**config.mk**
```make
export PLATFORM = sky130hd
export DESIGN_NAME = mem_bus_controller
export DESIGN_NICKNAME = d
export VERILOG_FILES = /design/src/rtl/mem_bus_controller.sv
export SDC_FILE = /design/constraint.sdc
export NUM_CORES = 2
export LEC_CHECK = 0
export ABC_AREA = 1
export CELL_PAD_IN_SITES_DETAIL_PLACEMENT = 0
export CELL_PAD_IN_SITES_GLOBAL_PLACEMENT = 1
export CORE_AREA = 10 10 500 502
export CTS_CLUSTER_DIAMETER = 150
export DETAILED_ROUTE_END_ITERATION = 6
export DIE_AREA = 0 0 510 512
export GPL_TIMING_DRIVEN = 0
export PLACE_DENSITY_LB_ADDON = 0.2
export SLEW_MARGIN = 10
export SYNTH_ARGS = -nofsm -noshare
export SYNTH_HDL_FRONTEND = slang
export SYNTH_SLANG_ARGS = --single-unit
```
**constraint.sdc**
```tcl
create_clock -name clk -period 4.39 [get_ports clk]
set_clock_uncertainty 0.05 [all_clocks]
set_input_delay 1.317 -clock clk [delete_from_list [all_inputs] [get_ports clk]]
set_output_delay 1.317 -clock clk [all_outputs]
set_load 0.02 [all_outputs]
```
**src/rtl/mem_bus_controller.sv**
```systemverilog
// Memory bus controller: turns one cache-line request into a tagged burst on the
// 64-bit system bus, then returns the filled line or a write-complete pulse.
// Snoop-invalidate messages on the response channel become a one-cycle pulse.
module mem_bus_controller #(
  parameter int unsigned      BUS_W     = 64,
  parameter int unsigned      BEATS     = 8,
  parameter int unsigned      TAG_W     = 13,
  parameter logic [TAG_W-1:0] READ_TAG  = 13'h1100,
  parameter logic [TAG_W-1:0] WRITE_TAG = 13'h0100,
  parameter logic [TAG_W-1:0] INV_TAG   = 13'h0300
) (
  input  logic                   clk,
  input  logic                   rst,
  input  logic [BUS_W-1:0]       mem_address,
  input  logic [BUS_W*BEATS-1:0] mem_data_out,
  input  logic                   mem_req,
  input  logic                   mem_wr_en,
  output logic [BUS_W*BEATS-1:0] data_from_mem,
  output logic                   mem_data_valid,
  output logic                   invalidate_cache,
  output logic [BUS_W-1:0]       invalidate_cache_addr,
  output logic                   bus_reqcyc,
  output logic [BUS_W-1:0]       bus_req,
  output logic [TAG_W-1:0]       bus_reqtag,
  input  logic                   bus_reqack,
  input  logic                   bus_respcyc,
  input  logic [BUS_W-1:0]       bus_resp,
  input  logic [TAG_W-1:0]       bus_resptag,
  output logic                   bus_respack
);

  localparam int unsigned LINE_W = BUS_W * BEATS;
  localparam int unsigned CNT_W  = $clog2(BEATS);
  // Byte-offset bits inside one line; forced to zero on every line address.
  localparam int unsigned OFF_W  = $clog2(LINE_W / 8);
  localparam logic [CNT_W-1:0] LAST_BEAT = CNT_W'(BEATS - 1);

  typedef enum logic [2:0] {
    StIdle,
    StRdReq,
    StRdResp,
    StWrReq,
    StWrData,
    StDone
  } state_e;

  state_e             r_state;
  logic [CNT_W-1:0]   r_cnt;
  // Holds the write-back line for a write, and collects response beats for a read.
  logic [LINE_W-1:0]  r_line;
  logic [LINE_W-1:0]  r_data_from_mem;
  logic               r_mem_data_valid;
  logic               r_bus_reqcyc;
  logic [BUS_W-1:0]   r_bus_req;
  logic [TAG_W-1:0]   r_bus_reqtag;
  logic               r_inv;
  logic [BUS_W-1:0]   r_inv_addr;

  logic [CNT_W-1:0]   w_cnt_nxt;
  logic [BUS_W-1:0]   w_line_addr;
  logic               w_rd_beat;
  logic               w_inv_beat;
  logic               w_unused;

  assign w_cnt_nxt   = r_cnt + 1'b1;
  assign w_line_addr = {mem_address[BUS_W-1:OFF_W], {OFF_W{1'b0}}};
  assign w_rd_beat   = bus_respcyc && (bus_resptag == READ_TAG);
  assign w_inv_beat  = bus_respcyc && (bus_resptag == INV_TAG);
  assign w_unused    = ^mem_address[OFF_W-1:0];

  // Every response beat is consumed, whatever its tag, except while in reset.
  assign bus_respack = bus_respcyc && rst;

  assign data_from_mem         = r_data_from_mem;
  assign mem_data_valid        = r_mem_data_valid;
  assign invalidate_cache      = r_inv;
  assign invalidate_cache_addr = r_inv_addr;
  assign bus_reqcyc            = r_bus_reqcyc;
  assign bus_req               = r_bus_req;
  assign bus_reqtag            = r_bus_reqtag;

  // Snoop path: independent of the burst FSM so it works mid-burst.
  always_ff @(posedge clk) begin
    if (!rst) begin
      r_inv      <= 1'b0;
      r_inv_addr <= '0;
    end else begin
      r_inv <= w_inv_beat;
      if (w_inv_beat) begin
        r_inv_addr <= {bus_resp[BUS_W-1:OFF_W], {OFF_W{1'b0}}};
      end
    end
  end

  // Burst FSM with registered bus-request and completion outputs.
  always_ff @(posedge clk) begin
    if (!rst) begin
      r_state          <= StIdle;
      r_cnt            <= '0;
      r_line           <= '0;
      r_data_from_mem  <= '0;
      r_mem_data_valid <= 1'b0;
      r_bus_reqcyc     <= 1'b0;
      r_bus_req        <= '0;
      r_bus_reqtag     <= '0;
    end else begin
      r_mem_data_valid <= 1'b0;
      case (r_state)
        StIdle: begin
          if (mem_req) begin
            r_line       <= mem_data_out;
            r_cnt        <= '0;
            r_bus_reqcyc <= 1'b1;
            r_bus_req    <= w_line_addr;
            if (mem_wr_en) begin
              r_bus_reqtag <= WRITE_TAG;
              r_state      <= StWrReq;
            end else begin
              r_bus_reqtag <= READ_TAG;
              r_state      <= StRdReq;
            end
          end
        end
        StRdReq: begin
          if (bus_reqack) begin
            r_bus_reqcyc <= 1'b0;
            r_bus_req    <= '0;
            r_bus_reqtag <= '0;
            r_state      <= StRdResp;
          end
        end
        StRdResp: begin
          if (w_rd_beat) begin
            r_line[r_cnt*BUS_W +: BUS_W] <= bus_resp;
            if (r_cnt == LAST_BEAT) begin
              r_cnt            <= '0;
              r_mem_data_valid <= 1'b1;
              // Last beat goes straight to the output alongside the buffered ones.
              r_data_from_mem  <= {bus_resp, r_line[LINE_W-BUS_W-1:0]};
              r_state          <= StDone;
            end else begin
              r_cnt <= w_cnt_nxt;
            end
          end
        end
        StWrReq: begin
          if (bus_reqack) begin
            r_cnt     <= '0;
            r_bus_req <= r_line[BUS_W-1:0];
            r_state   <= StWrData;
          end
        end
        StWrData: begin
          if (bus_reqack) begin
            if (r_cnt == LAST_BEAT) begin
              r_cnt            <= '0;
              r_bus_reqcyc     <= 1'b0;
              r_bus_req        <= '0;
              r_bus_reqtag     <= '0;
              r_mem_data_valid <= 1'b1;
              r_data_from_mem  <= '0;
              r_state          <= StDone;
            end else begin
              r_cnt     <= w_cnt_nxt;
              r_bus_req <= r_line[w_cnt_nxt*BUS_W +: BUS_W];
            end
          end
        end
        StDone: begin
          r_data_from_mem <= '0;
          r_state         <= StIdle;
        end
        default: begin
          r_state <= StIdle;
        end
      endcase
    end
  end

endmodule
```
==> flow_metrics.py <==
metrics = {
    "run_status": {
        "status": "finished with violations",
        "failed_checks": "negative setup slack",
    },
    "layout": {
        "final_core_util": 0.345,
        "final_cells": 14800,
        "multi_input_comb_area_mm2": 0.0288,
        "final_common_cell": "sky130_fd_sc_hd__nand2_1",
        "finish.instance_area_mm2": 0.0828,
        "nNetsFinal": 12100,
        "layout-drive-gt1-share": 0.0551,
        "final_cell_mix": "sky130_fd_sc_hd__nand2_1, sky130_fd_sc_hd__nor2_1, sky130_fd_sc_hd__clkdlybuf4s50_1, sky130_fd_sc_hd__inv_1, sky130_fd_sc_hd__dfxtp_1",
        "layout.area.seq_mm2": 0.0231,
        "fillers": 26800,
        "synthToLayoutAreaGrowth_pct": 38.1,
    },
    "synthesis": {
        "synthXorXnorAreaFrac": 0,
        "synth_flop_cell": "sky130_fd_sc_hd__dfxtp_1",
        "syn-mean-instance-area_um2": 6.03,
        "synth.ff_latch_count": 1156,
        "synth.area.top_cells": "sky130_fd_sc_hd__dfxtp_1, sky130_fd_sc_hd__nand2_1, sky130_fd_sc_hd__nor2_1, sky130_fd_sc_hd__inv_1, sky130_fd_sc_hd__o21ai_0",
        "ys_types": 28,
        "synth_top_family_by_area": "simple AND/OR/NAND/NOR gates",
        "async_flop_share": 0,
        "synthesis.area_mm2": 0.0599,
        "synth_compound_area_frac": 0.151,
        "synthAdderAreaFrac": 0.00104,
        "synth-seq-area-share": 0.386,
        "synth_edf_count": 0,
        "simple_gate_share_of_the_synthesized_area": 0.326,
        "netlist.top_cell.by_area": "sky130_fd_sc_hd__dfxtp_1",
        "synth_largest_type_area_fraction": 0.386,
        "synth.yosys.warnings": 0,
        "synthMuxAreaShare": 0,
        "postSynthCellCount": 9935,
    },
    "floorplan": {
        "floorplan.rows": 180,
        "initial_core_util": 0.250,
        "die_height_um": 512,
        "coreArea_mm2": 0.240,
        "floorplan.die_area_mm2": 0.261,
        "design.portCount": 1316,
        "die_span_x_um": 510,
    },
    "clocking": {
        "cts.clk_slew.worst_paths_ns": 0.06,
        "cts_root_buf": "sky130_fd_sc_hd__clkbuf_16",
        "insertion_delay_ns": 0.84,
        "max_buffers_root_to_sink": 3,
        "postCtsHoldBufs": 0,
        "clock_tree_from_tritoncts": "built",
        "cts_num_sinks": 1156,
        "h_tree_depth": 4,
        "cts_inserted_buffers": 155,
    },
    "drt": {
        "wl_um": 517000,
        "first_iter_violations": 8568,
        "antenna_violating_nets_post_route": 0,
        "wl_per_cell_um": 35.0,
        "drcViolationCount": 0,
        "route.detailed.vias_per_inst": 4.98,
        "drt_pass1_iterations": 6,
        "dr_total_vias": 73500,
    },
    "placement": {
        "gp_routability_congestion": 0.998,
        "number_of_input_and_output_port_buffers_inserted": 1291,
        "dpl.cell_count": 14400,
        "placed_wire_length_estimate_after_detailed_placement_um": 424000,
        "post_dp_cell_area_mm2": 0.0774,
    },
    "global_routing": {
        "global_route_wire_length_before_repair_um": 662000,
        "first_global_vias": 68900,
        "grt_max_degree": 26,
        "grt_antenna_before_repair": 85,
        "grt.total_usage": 0.377,
        "grt_remaining_overflow": 0,
    },
    "hold_path": {
        "worstHoldEndpoint": "bus_reqtag[12]",
        "hold_path.class": "reg2reg",
        "min_from": "bus_reqtag[12]",
        "timing.hold.worst_path_depth": 2,
    },
    "timing": {
        "hold_violations": 0,
        "grt_setup_unrepaired": "no",
        "period_share": 1.03,
        "count_of_final_max_slew_check_failures": 0,
        "setup_viol_count_final": 4,
        "hold_slack_ns": 0.423,
        "setup_slack_ns": -0.137,
        "timing.max_slew.rel_slack": 0.0371,
        "max_slew.worst_pin.slew_ns": 1.44,
        "achievable_freq_ghz": 0.221,
        "period_needed_ns": 4.53,
    },
    "worst_setup_path": {
        "criticalPathCategory": "reg2reg",
        "crit_arrival_ns": 5.23,
        "r2r-start": "r_state[1]",
        "critical_path.reg2reg.endpoint": "data_from_mem[471]",
        "critical_path_required_ns": 5.09,
        "timing.critical_path.to_type": "register",
        "ff_to_ff_path_depth": 9,
        "critPathLaunchType": "register",
        "reg2reg_setup_slack_ns": -0.14,
        "cp_max_fanout": 10,
    },
    "power": {
        "post-layout-total-power_mw": 69.0,
        "leakage_nw": 39.0,
        "power_density_mw_per_mm2": 834,
        "irDropWorstVdd_mv": 0.651,
    },
    "flow_run": {
        "maxCapViolations": 0,
    },
}
-- layer usage --
| layer | vias up | wire length (µm) | GRT usage |
|---|---|---|---|
| met3 | 788 | 41800 | 0.0781 |
| li1 | 33300 | - | - |
| met2 | 3929 | 231000 | 0.602 |
| met5 | - | 182 | 0 |
| met4 | 28 | 33400 | 0.206 |
| met1 | 35500 | 211000 | 0.472 |
-- logic make-up after synthesis --
family / after synthesis
AO/OA/AOI/OAI: 1695
flip-flops: 1156
AND/OR/NAND/NOR: 5139
adder cells (fa/ha/maj): 5
buffers and inverters: 1939
other: 1
-- worst max path at each step --
stage / cells after the start / slack (ns) / to / start
floorplan: 6 / 0.53 / bus_respack / rst
global placement: 18 / -3.18 / r_line[100] / r_cnt[0]
detailed placement: 19 / -1.99 / r_line[98] / r_cnt[0]
CTS: 16 / 0.02 / r_line[108] / r_cnt[0]
global route: 6 / 0.03 / bus_respack / rst
finish: 9 / -0.14 / data_from_mem[471] / r_state[1]
-- area by class of cell --
type                    count  share of cell area
diodes                     42             0.00127
plain buffers             716              0.0436
clock buffers             240              0.0581
clock inverters            40             0.00470
inverters                1219              0.0555
multi-input cells        6856               0.348
flip-flops and latches   1156               0.280
well taps                3185              0.0481
repair buffers           1312               0.161
-- power by group --
group	leakage [nW]	switching [mW]	internal, mW
Clock	2.58	5.61	7.86
Combinational	26.9	28.1	10.8
Sequential	9.52	2.80	13.8
Total	39.0	36.6	32.5
-- critical path, cell delays in order, from the launching register on --
cell and delay (ns):
sky130_fd_sc_hd__dfxtp_1 0.30, sky130_fd_sc_hd__buf_2 0.20, sky130_fd_sc_hd__nor2_2 0.08, sky130_fd_sc_hd__buf_6 0.17, sky130_fd_sc_hd__inv_1 0.10, sky130_fd_sc_hd__buf_2 1.04, sky130_fd_sc_hd__clkbuf_1 0.86, sky130_fd_sc_hd__clkbuf_1 0.93
sky130_fd_sc_hd__a21oi_1 0.50, sky130_fd_sc_hd__nor2_1 0.18
-- registers in the layout, indices dropped and copies added (netlist names), 2 cells and up --
register               cells
bus_reqtag                 2
r_state                    3
invalidate_cache_addr     58
data_from_mem            512
bus_req                   64
r_line                   512
r_cnt                      3
-- Yosys cell counts, types with 3 or more instances --
cell / instances
sky130_fd_sc_hd__a21oi_1: 680
sky130_fd_sc_hd__a22oi_1: 58
sky130_fd_sc_hd__buf_1: 82
sky130_fd_sc_hd__buf_2: 218
sky130_fd_sc_hd__buf_4: 29
sky130_fd_sc_hd__buf_6: 58
sky130_fd_sc_hd__clkbuf_1: 333
sky130_fd_sc_hd__clkinv_1: 3
sky130_fd_sc_hd__dfxtp_1: 1156
sky130_fd_sc_hd__ha_1: 5
sky130_fd_sc_hd__inv_1: 1209
sky130_fd_sc_hd__inv_2: 7
sky130_fd_sc_hd__nand2_1: 3076
sky130_fd_sc_hd__nand3_1: 158
sky130_fd_sc_hd__nand4_1: 4
sky130_fd_sc_hd__nor2_1: 1888
sky130_fd_sc_hd__nor2_2: 4
sky130_fd_sc_hd__nor2_4: 3
sky130_fd_sc_hd__o211ai_1: 81
sky130_fd_sc_hd__o21ai_0: 764
sky130_fd_sc_hd__o21ai_1: 19
sky130_fd_sc_hd__o21bai_1: 91
-- what timing repair did --
action | in CTS | in global routing
pin swaps | 0 | 1
setup buffers | 0 | 2
resized for setup | 20 | 11
setup endpoints to repair | 587 | 91
-- stage by stage --
| step | TNS (ns) | setup slack [ns] |
|---|---|---|
| 5_1_grt | 0 | 0.0282 |
| 3_3_place_gp | -1283.33 | -3.18 |
| 3_5_place_dp | -724.53 | -1.99 |
| 4_1_cts | 0 | 0.0246 |
| 2_1_floorplan | 0 | 0.525 |
| 6_report | -0.291 | -0.137 |
(Power assumes the default switching activity.)
